--- src/rtl/mem_stall_ctrl_if.sv ---
// External data-memory port between the stall controller and the memory.
// ext_req_o and the address/data lines stay stable until the memory acks.
interface mem_stall_ctrl_if;
  logic        ext_req_o;
  logic        ext_we_o;
  logic [31:0] ext_addr_o;
  logic [31:0] ext_wdata_o;
  logic        ext_ack_i;
  logic [31:0] ext_rdata_i;

  modport master (
    output ext_req_o, ext_we_o, ext_addr_o, ext_wdata_o,
    input  ext_ack_i, ext_rdata_i
  );
  modport slave (
    input  ext_req_o, ext_we_o, ext_addr_o, ext_wdata_o,
    output ext_ack_i, ext_rdata_i
  );
endinterface

--- src/rtl/mem_stall_ctrl.sv ---
// Pipeline sequencing for the 5-stage core: freezes the pipe during data-memory
// accesses, inserts load-use bubbles and flushes IF/ID on taken branches.
module mem_stall_ctrl #(
  parameter int unsigned TIMEOUT = 255
) (
  input  logic        clk_i,
  input  logic        rst_i,
  input  logic        mem_req_i,
  input  logic        mem_we_i,
  input  logic [31:0] mem_addr_i,
  input  logic [31:0] mem_wdata_i,
  mem_stall_ctrl_if.master ext,
  output logic [31:0] mem_rdata_o,
  input  logic        idex_memread_i,
  input  logic [4:0]  idex_rd_i,
  input  logic [4:0]  ifid_rs1_i,
  input  logic [4:0]  ifid_rs2_i,
  input  logic        branch_taken_i,
  output logic        pc_we_o,
  output logic        ifid_we_o,
  output logic        idex_we_o,
  output logic        exmem_we_o,
  output logic        memwb_we_o,
  output logic        ifid_flush_o,
  output logic        idex_bubble_o,
  output logic [31:0] stall_cnt_o,
  output logic        err_o
);
  localparam int TW = $clog2(TIMEOUT + 1);

  typedef enum logic [1:0] {IDLE, REQ, DONE} state_t;

  state_t        state_q, state_d;
  logic          freeze, loaduse;
  logic          we_q;
  logic [31:0]   addr_q, wdata_q;
  logic [TW-1:0] to_cnt_q;

  always_ff @(posedge clk_i) begin
    if (rst_i) state_q <= IDLE;
    else       state_q <= state_d;
  end

  always_comb begin
    state_d       = state_q;
    freeze        = 1'b0;
    loaduse       = 1'b0;
    pc_we_o       = 1'b1;
    ifid_we_o     = 1'b1;
    idex_we_o     = 1'b1;
    exmem_we_o    = 1'b1;
    memwb_we_o    = 1'b1;
    ifid_flush_o  = 1'b0;
    idex_bubble_o = 1'b0;
    case (state_q)
      IDLE: if (mem_req_i) begin
        state_d = REQ;
        freeze  = 1'b1;
      end
      REQ: begin
        freeze = 1'b1;
        if (ext.ext_ack_i) state_d = DONE;
      end
      // EX/MEM still holds the completed access, so mem_req_i is ignored here
      DONE:    state_d = IDLE;
      default: state_d = IDLE;
    endcase
    if (freeze) begin
      pc_we_o    = 1'b0;
      ifid_we_o  = 1'b0;
      idex_we_o  = 1'b0;
      exmem_we_o = 1'b0;
      memwb_we_o = 1'b0;
    end else begin
      loaduse = idex_memread_i && (idex_rd_i != 5'd0) &&
                ((idex_rd_i == ifid_rs1_i) || (idex_rd_i == ifid_rs2_i));
      if (loaduse) begin
        pc_we_o       = 1'b0;
        ifid_we_o     = 1'b0;
        idex_bubble_o = 1'b1;
      end
      ifid_flush_o = branch_taken_i;
    end
  end

  always_ff @(posedge clk_i) begin
    if (rst_i) begin
      we_q        <= 1'b0;
      addr_q      <= '0;
      wdata_q     <= '0;
      mem_rdata_o <= '0;
      stall_cnt_o <= '0;
      err_o       <= 1'b0;
      to_cnt_q    <= '0;
    end else begin
      if (freeze) stall_cnt_o <= stall_cnt_o + 32'd1;
      if (state_q == IDLE && mem_req_i) begin
        we_q     <= mem_we_i;
        addr_q   <= mem_addr_i;
        wdata_q  <= mem_wdata_i;
        to_cnt_q <= '0;
      end
      if (state_q == REQ) begin
        if (ext.ext_ack_i) begin
          if (!we_q) mem_rdata_o <= ext.ext_rdata_i;
        end else begin
          // counter saturates at TIMEOUT; err_o rises on the edge it gets there
          if (32'(to_cnt_q) < TIMEOUT) to_cnt_q <= to_cnt_q + TW'(1);
          if (32'(to_cnt_q) + 32'd1 >= TIMEOUT) err_o <= 1'b1;
        end
      end
    end
  end

  assign ext.ext_req_o   = (state_q == REQ);
  assign ext.ext_we_o    = we_q;
  assign ext.ext_addr_o  = addr_q;
  assign ext.ext_wdata_o = wdata_q;
endmodule

--- src/flat_wrapper.sv ---
// flat-port wrapper written by rule: the top's interface ports become plain ports
module mem_stall_ctrl_flat 
#(
  parameter int unsigned TIMEOUT = 255
)
  (clk_i, rst_i, mem_req_i, mem_we_i, mem_addr_i, mem_wdata_i, mem_rdata_o, idex_memread_i, idex_rd_i, ifid_rs1_i, ifid_rs2_i, branch_taken_i, pc_we_o, ifid_we_o, idex_we_o, exmem_we_o, memwb_we_o, ifid_flush_o, idex_bubble_o, stall_cnt_o, err_o, ext_ext_req_o, ext_ext_we_o, ext_ext_addr_o, ext_ext_wdata_o, ext_ext_ack_i, ext_ext_rdata_i);
  mem_stall_ctrl_if ext_i ();
  input  logic clk_i;
  input  logic rst_i;
  input  logic mem_req_i;
  input  logic mem_we_i;
  input  logic [31:0] mem_addr_i;
  input  logic [31:0] mem_wdata_i;
  output logic [31:0] mem_rdata_o;
  input  logic idex_memread_i;
  input  logic [4:0] idex_rd_i;
  input  logic [4:0] ifid_rs1_i;
  input  logic [4:0] ifid_rs2_i;
  input  logic branch_taken_i;
  output logic pc_we_o;
  output logic ifid_we_o;
  output logic idex_we_o;
  output logic exmem_we_o;
  output logic memwb_we_o;
  output logic ifid_flush_o;
  output logic idex_bubble_o;
  output logic [31:0] stall_cnt_o;
  output logic err_o;
  output wire logic [$bits(ext_i.ext_req_o)-1:0] ext_ext_req_o;
  output wire logic [$bits(ext_i.ext_we_o)-1:0] ext_ext_we_o;
  output wire logic [$bits(ext_i.ext_addr_o)-1:0] ext_ext_addr_o;
  output wire logic [$bits(ext_i.ext_wdata_o)-1:0] ext_ext_wdata_o;
  input wire logic [$bits(ext_i.ext_ack_i)-1:0] ext_ext_ack_i;
  input wire logic [$bits(ext_i.ext_rdata_i)-1:0] ext_ext_rdata_i;
  assign ext_ext_req_o = ext_i.ext_req_o;
  assign ext_ext_we_o = ext_i.ext_we_o;
  assign ext_ext_addr_o = ext_i.ext_addr_o;
  assign ext_ext_wdata_o = ext_i.ext_wdata_o;
  assign ext_i.ext_ack_i = ext_ext_ack_i;
  assign ext_i.ext_rdata_i = ext_ext_rdata_i;
  mem_stall_ctrl #(.TIMEOUT(TIMEOUT)) u_core (.clk_i(clk_i), .rst_i(rst_i), .mem_req_i(mem_req_i), .mem_we_i(mem_we_i), .mem_addr_i(mem_addr_i), .mem_wdata_i(mem_wdata_i), .ext(ext_i), .mem_rdata_o(mem_rdata_o), .idex_memread_i(idex_memread_i), .idex_rd_i(idex_rd_i), .ifid_rs1_i(ifid_rs1_i), .ifid_rs2_i(ifid_rs2_i), .branch_taken_i(branch_taken_i), .pc_we_o(pc_we_o), .ifid_we_o(ifid_we_o), .idex_we_o(idex_we_o), .exmem_we_o(exmem_we_o), .memwb_we_o(memwb_we_o), .ifid_flush_o(ifid_flush_o), .idex_bubble_o(idex_bubble_o), .stall_cnt_o(stall_cnt_o), .err_o(err_o));
endmodule
--- config.mk ---
export PLATFORM = sky130hd
export DESIGN_NAME = mem_stall_ctrl_flat
export DESIGN_NICKNAME = d
export VERILOG_FILES = /design/src/rtl/mem_stall_ctrl_if.sv /design/src/rtl/mem_stall_ctrl.sv /design/src/flat_wrapper.sv
export SDC_FILE = /design/constraint.sdc
export NUM_CORES = 1
export LEC_CHECK = 0
export BUFFER_PORTS_ARGS = -buffer_cell sky130_fd_sc_hd__buf_2
export CORE_MARGIN = 1.5
export CORE_UTILIZATION = 51
export CTS_BUF_LIST = sky130_fd_sc_hd__clkbuf_8 sky130_fd_sc_hd__clkbuf_16
export DETAILED_ROUTE_END_ITERATION = 8
export GPL_TIMING_DRIVEN = 0
export PLACE_DENSITY = 0.82
export SYNTH_ARGS = -nofsm -noshare
export SYNTH_HDL_FRONTEND = slang
export SYNTH_SLANG_ARGS = --single-unit
--- constraint.sdc ---
create_clock -name clk_i -period 6.1 [get_ports clk_i]
set_clock_uncertainty 0.05 [all_clocks]
set_input_delay 1.22 -clock clk_i [delete_from_list [all_inputs] [get_ports clk_i]]
set_output_delay 1.22 -clock clk_i [all_outputs]
set_load 0.03 [all_outputs]
==> results.json <==
{
  "first_pass_iters": 5,
  "grt_max_degree": 17,
  "path_class": "input pin to output port",
  "finalMaxSlewViolations": 0,
  "layout.nets": 1105,
  "critPathMaxStageDelay_ns": 0.53,
  "reg2reg_from": "u_core.stall_cnt_o[11]$_SDFFE_PP0P_",
  "diodes": 0,
  "r2r-end": "u_core.stall_cnt_o[29]$_SDFFE_PP0P_",
  "power_leakage_nw": 3.339,
  "power.density_nw_per_um2": 298.2,
  "htreeDepth": 4,
  "hold_start": "u_core.ext.ext_wdata_o[20]$_SDFFE_PP0P_",
  "synth_common_cells": "nand2_1, dfxtp_1, a21oi_1",
  "worstHoldPathType": "register to register",
  "ant_nets": 0,
  "die_y_um": 108.1,
  "finalCritPeriodShare_pct": 62.66,
  "endpoint": "pc_we_o",
  "fin_crit_ns": 3.822,
  "endpoint_kind": "output port",
  "synth_top_area_share_pct": 49.77,
  "synthFlopType": "dfxtp_1",
  "synth-async-reset-ratio_pct": 0,
  "ys_ff_latch": 140,
  "timing_hold_violations_final": 0,
  "gr-total-overflow": 0,
  "crit_required_ns": 4.83,
  "cp_cell_sequence": "buf_2 -> or4_1 -> o21a_1 -> a21oi_1 -> buf_4 -> buf_2",
  "ys_top_cells_by_area": "dfxtp_1, nand2_1, a21oi_1",
  "multi_input_area_sq_um": 2575,
  "num_rows": 38,
  "stdcell_area_sq_um": 7676,
  "yosys_warnings": 0,
  "place_congestion": 0.7974,
  "numCtsBuffers": 17,
  "path_max_fanout": 3,
  "dp_hpwl_um": 11280,
  "cts_tree": "yes",
  "grt_use_total_pct": 26.59,
  "max_cap_viol_count": 0,
  "ir_drop_uv": 205.2,
  "netlist.top_cell.by_area": "dfxtp_1",
  "rsz0062_at_grt": "false",
  "wirelength_um": 15590,
  "ys_seq_area_share_pct": 49.77,
  "io_buffers": 255,
  "via_count": 5889,
  "io_pins": 256,
  "grt_pass1_wl_um": 24550,
  "clk_path_buf_depth": 2,
  "max-slew-margin-rel_pct": 51.33,
  "crit_top_cell": "buf_2",
  "drcViolationCount": 0,
  "clk_pin_slew_ns": 0.06,
  "dieArea_sq_um": 11680,
  "cts_resized": 0,
  "synth.avg_cell_area_sq_um": 7.932,
  "seq_area_sq_um": 2803,
  "layout-drive-gt1-share_pct": 30.09,
  "cts.sinks": 140,
  "synthCells": 710,
  "fillCellCount": 892,
  "syn-num-nets": 831,
  "setup_violations": 0,
  "post-cts-setup-buffers": 0,
  "synth_edf_count": 0,
  "grt_pass1_vias": 5322,
  "crit_arrival_ns": 2.55,
  "max_freq_mhz": 261.6,
  "r2r_cells": 7,
  "rrSetupSlack_ns": 3.71,
  "ys_types": 41,
  "outcome": "complete, no violations",
  "cts_root_buffer": "clkbuf_8",
  "crit_start": "idex_rd_i[0]",
  "grt_antenna_before_repair": 1,
  "final.setup.tns_ns": 0,
  "tightest_slew_ns": 0.7284,
  "areaGrowthSynthToFinish_pct": 36.30,
  "worst_path_max_delay_cell": "or4_1",
  "insertion_delay_ns": 0.53,
  "start_util_pct": 52.18,
  "finalPower_mw": 2.289,
  "drt-wirelength-per-cell_um": 13.72,
  "synth_area_sq_um": 5632,
  "chipWidth_um": 108.1,
  "postCtsHoldBufs": 0,
  "vias_per_cell": 5.179,
  "synth.most_common_cell": "nand2_1",
  "post_dp_cell_area_sq_um": 7083,
  "critPathLaunchType": "input pin",
  "initialDrtViolationCount": 386,
  "core_area_sq_um": 10790
}
## final cells by class
class / count / share of cell area, %
buffer: 52 / 2.820
inverter: 10 / 0.4890
clock inverter: 13 / 1.972
tap: 140 / 2.282
timing repair buffer: 255 / 16.63
sequential: 140 / 36.51
clock buffer: 19 / 5.754
multi-input combinational: 508 / 33.55
## power by group
part           switching [mW]  internal [mW]
clock                   0.382          0.639
sequential             0.0202          0.953
combinational           0.198         0.0972
total                   0.600           1.69
## state kept, by name, summed over array words and instances, names as in the netlist
name                    count
u_core.to_cnt_q             8
u_core.state_q              2
u_core.ext.ext_wdata_o     32
u_core.ext.ext_addr_o      32
u_core.ext.ext_we_o         1
u_core.err_o                1
u_core.stall_cnt_o         32
u_core.mem_rdata_o         32
## kinds of logic after synthesis
logic type | after synthesis | synth area share [%]
xor+xnor | 18 | 2.799
buf+inv | 62 | 4.510
fa+ha+maj | 3 | 0.6666
simple gates | 322 | 25.77
flops | 140 | 49.77
mux | 5 | 0.9997
compound gates | 160 | 15.49
## worst max-delay path: cells and delay by family
kind / cells / cell delay (ns)
buf+inv: 3 / 0.43
compound gates: 2 / 0.36
simple gates: 1 / 0.53
## worst min-delay path by stage
stage,end,slack (ns),cells after the start
after floorplan,u_core.to_cnt_q[6]$_SDFF_PP0_,0.42,1
after global placement,u_core.ext.ext_wdata_o[21]$_SDFFE_PP0P_,0.39,2
after detailed placement,u_core.ext.ext_wdata_o[16]$_SDFFE_PP0P_,0.39,2
after CTS,u_core.ext.ext_wdata_o[20]$_SDFFE_PP0P_,0.40,2
after global routing,u_core.mem_rdata_o[4]$_SDFFE_PP0P_,0.42,2
final,u_core.ext.ext_wdata_o[20]$_SDFFE_PP0P_,0.40,2
## through the flow
stage	utilization, %	hold slack, ns	std cells	worst slack, ns
floorplan	-	0.4208	710	2.099
global route	71.12	0.4167	1137	2.227
finish	71.12	0.3994	1137	2.278
CTS	71.12	0.4028	1137	2.289
detailed placement	65.63	0.3932	1105	2.289
global placement	65.63	0.3883	1105	2.273
## cell usage in the layout, fill, tap and decap left out, types with 15 or more instances in the layout
cell type and n:
nor2_1 19, or4_1 15, xnor2_1 16, dfxtp_1 140
a21oi_1 124, clkbuf_16 16, buf_2 257, clkbuf_1 38
nand2_1 214, nand3_1 20
## layer usage
layer  GRT usage [%]  vias up  part of all wire (%)
met4           10.53        2                   2.1
met1           31.98     2659                    42
li1                -     2971                     -
met2           43.49      225                    47
met5               0        -                 0.077
met3           9.403       32                   8.8
No activity file was read; power rests on OpenSTA's default activity.
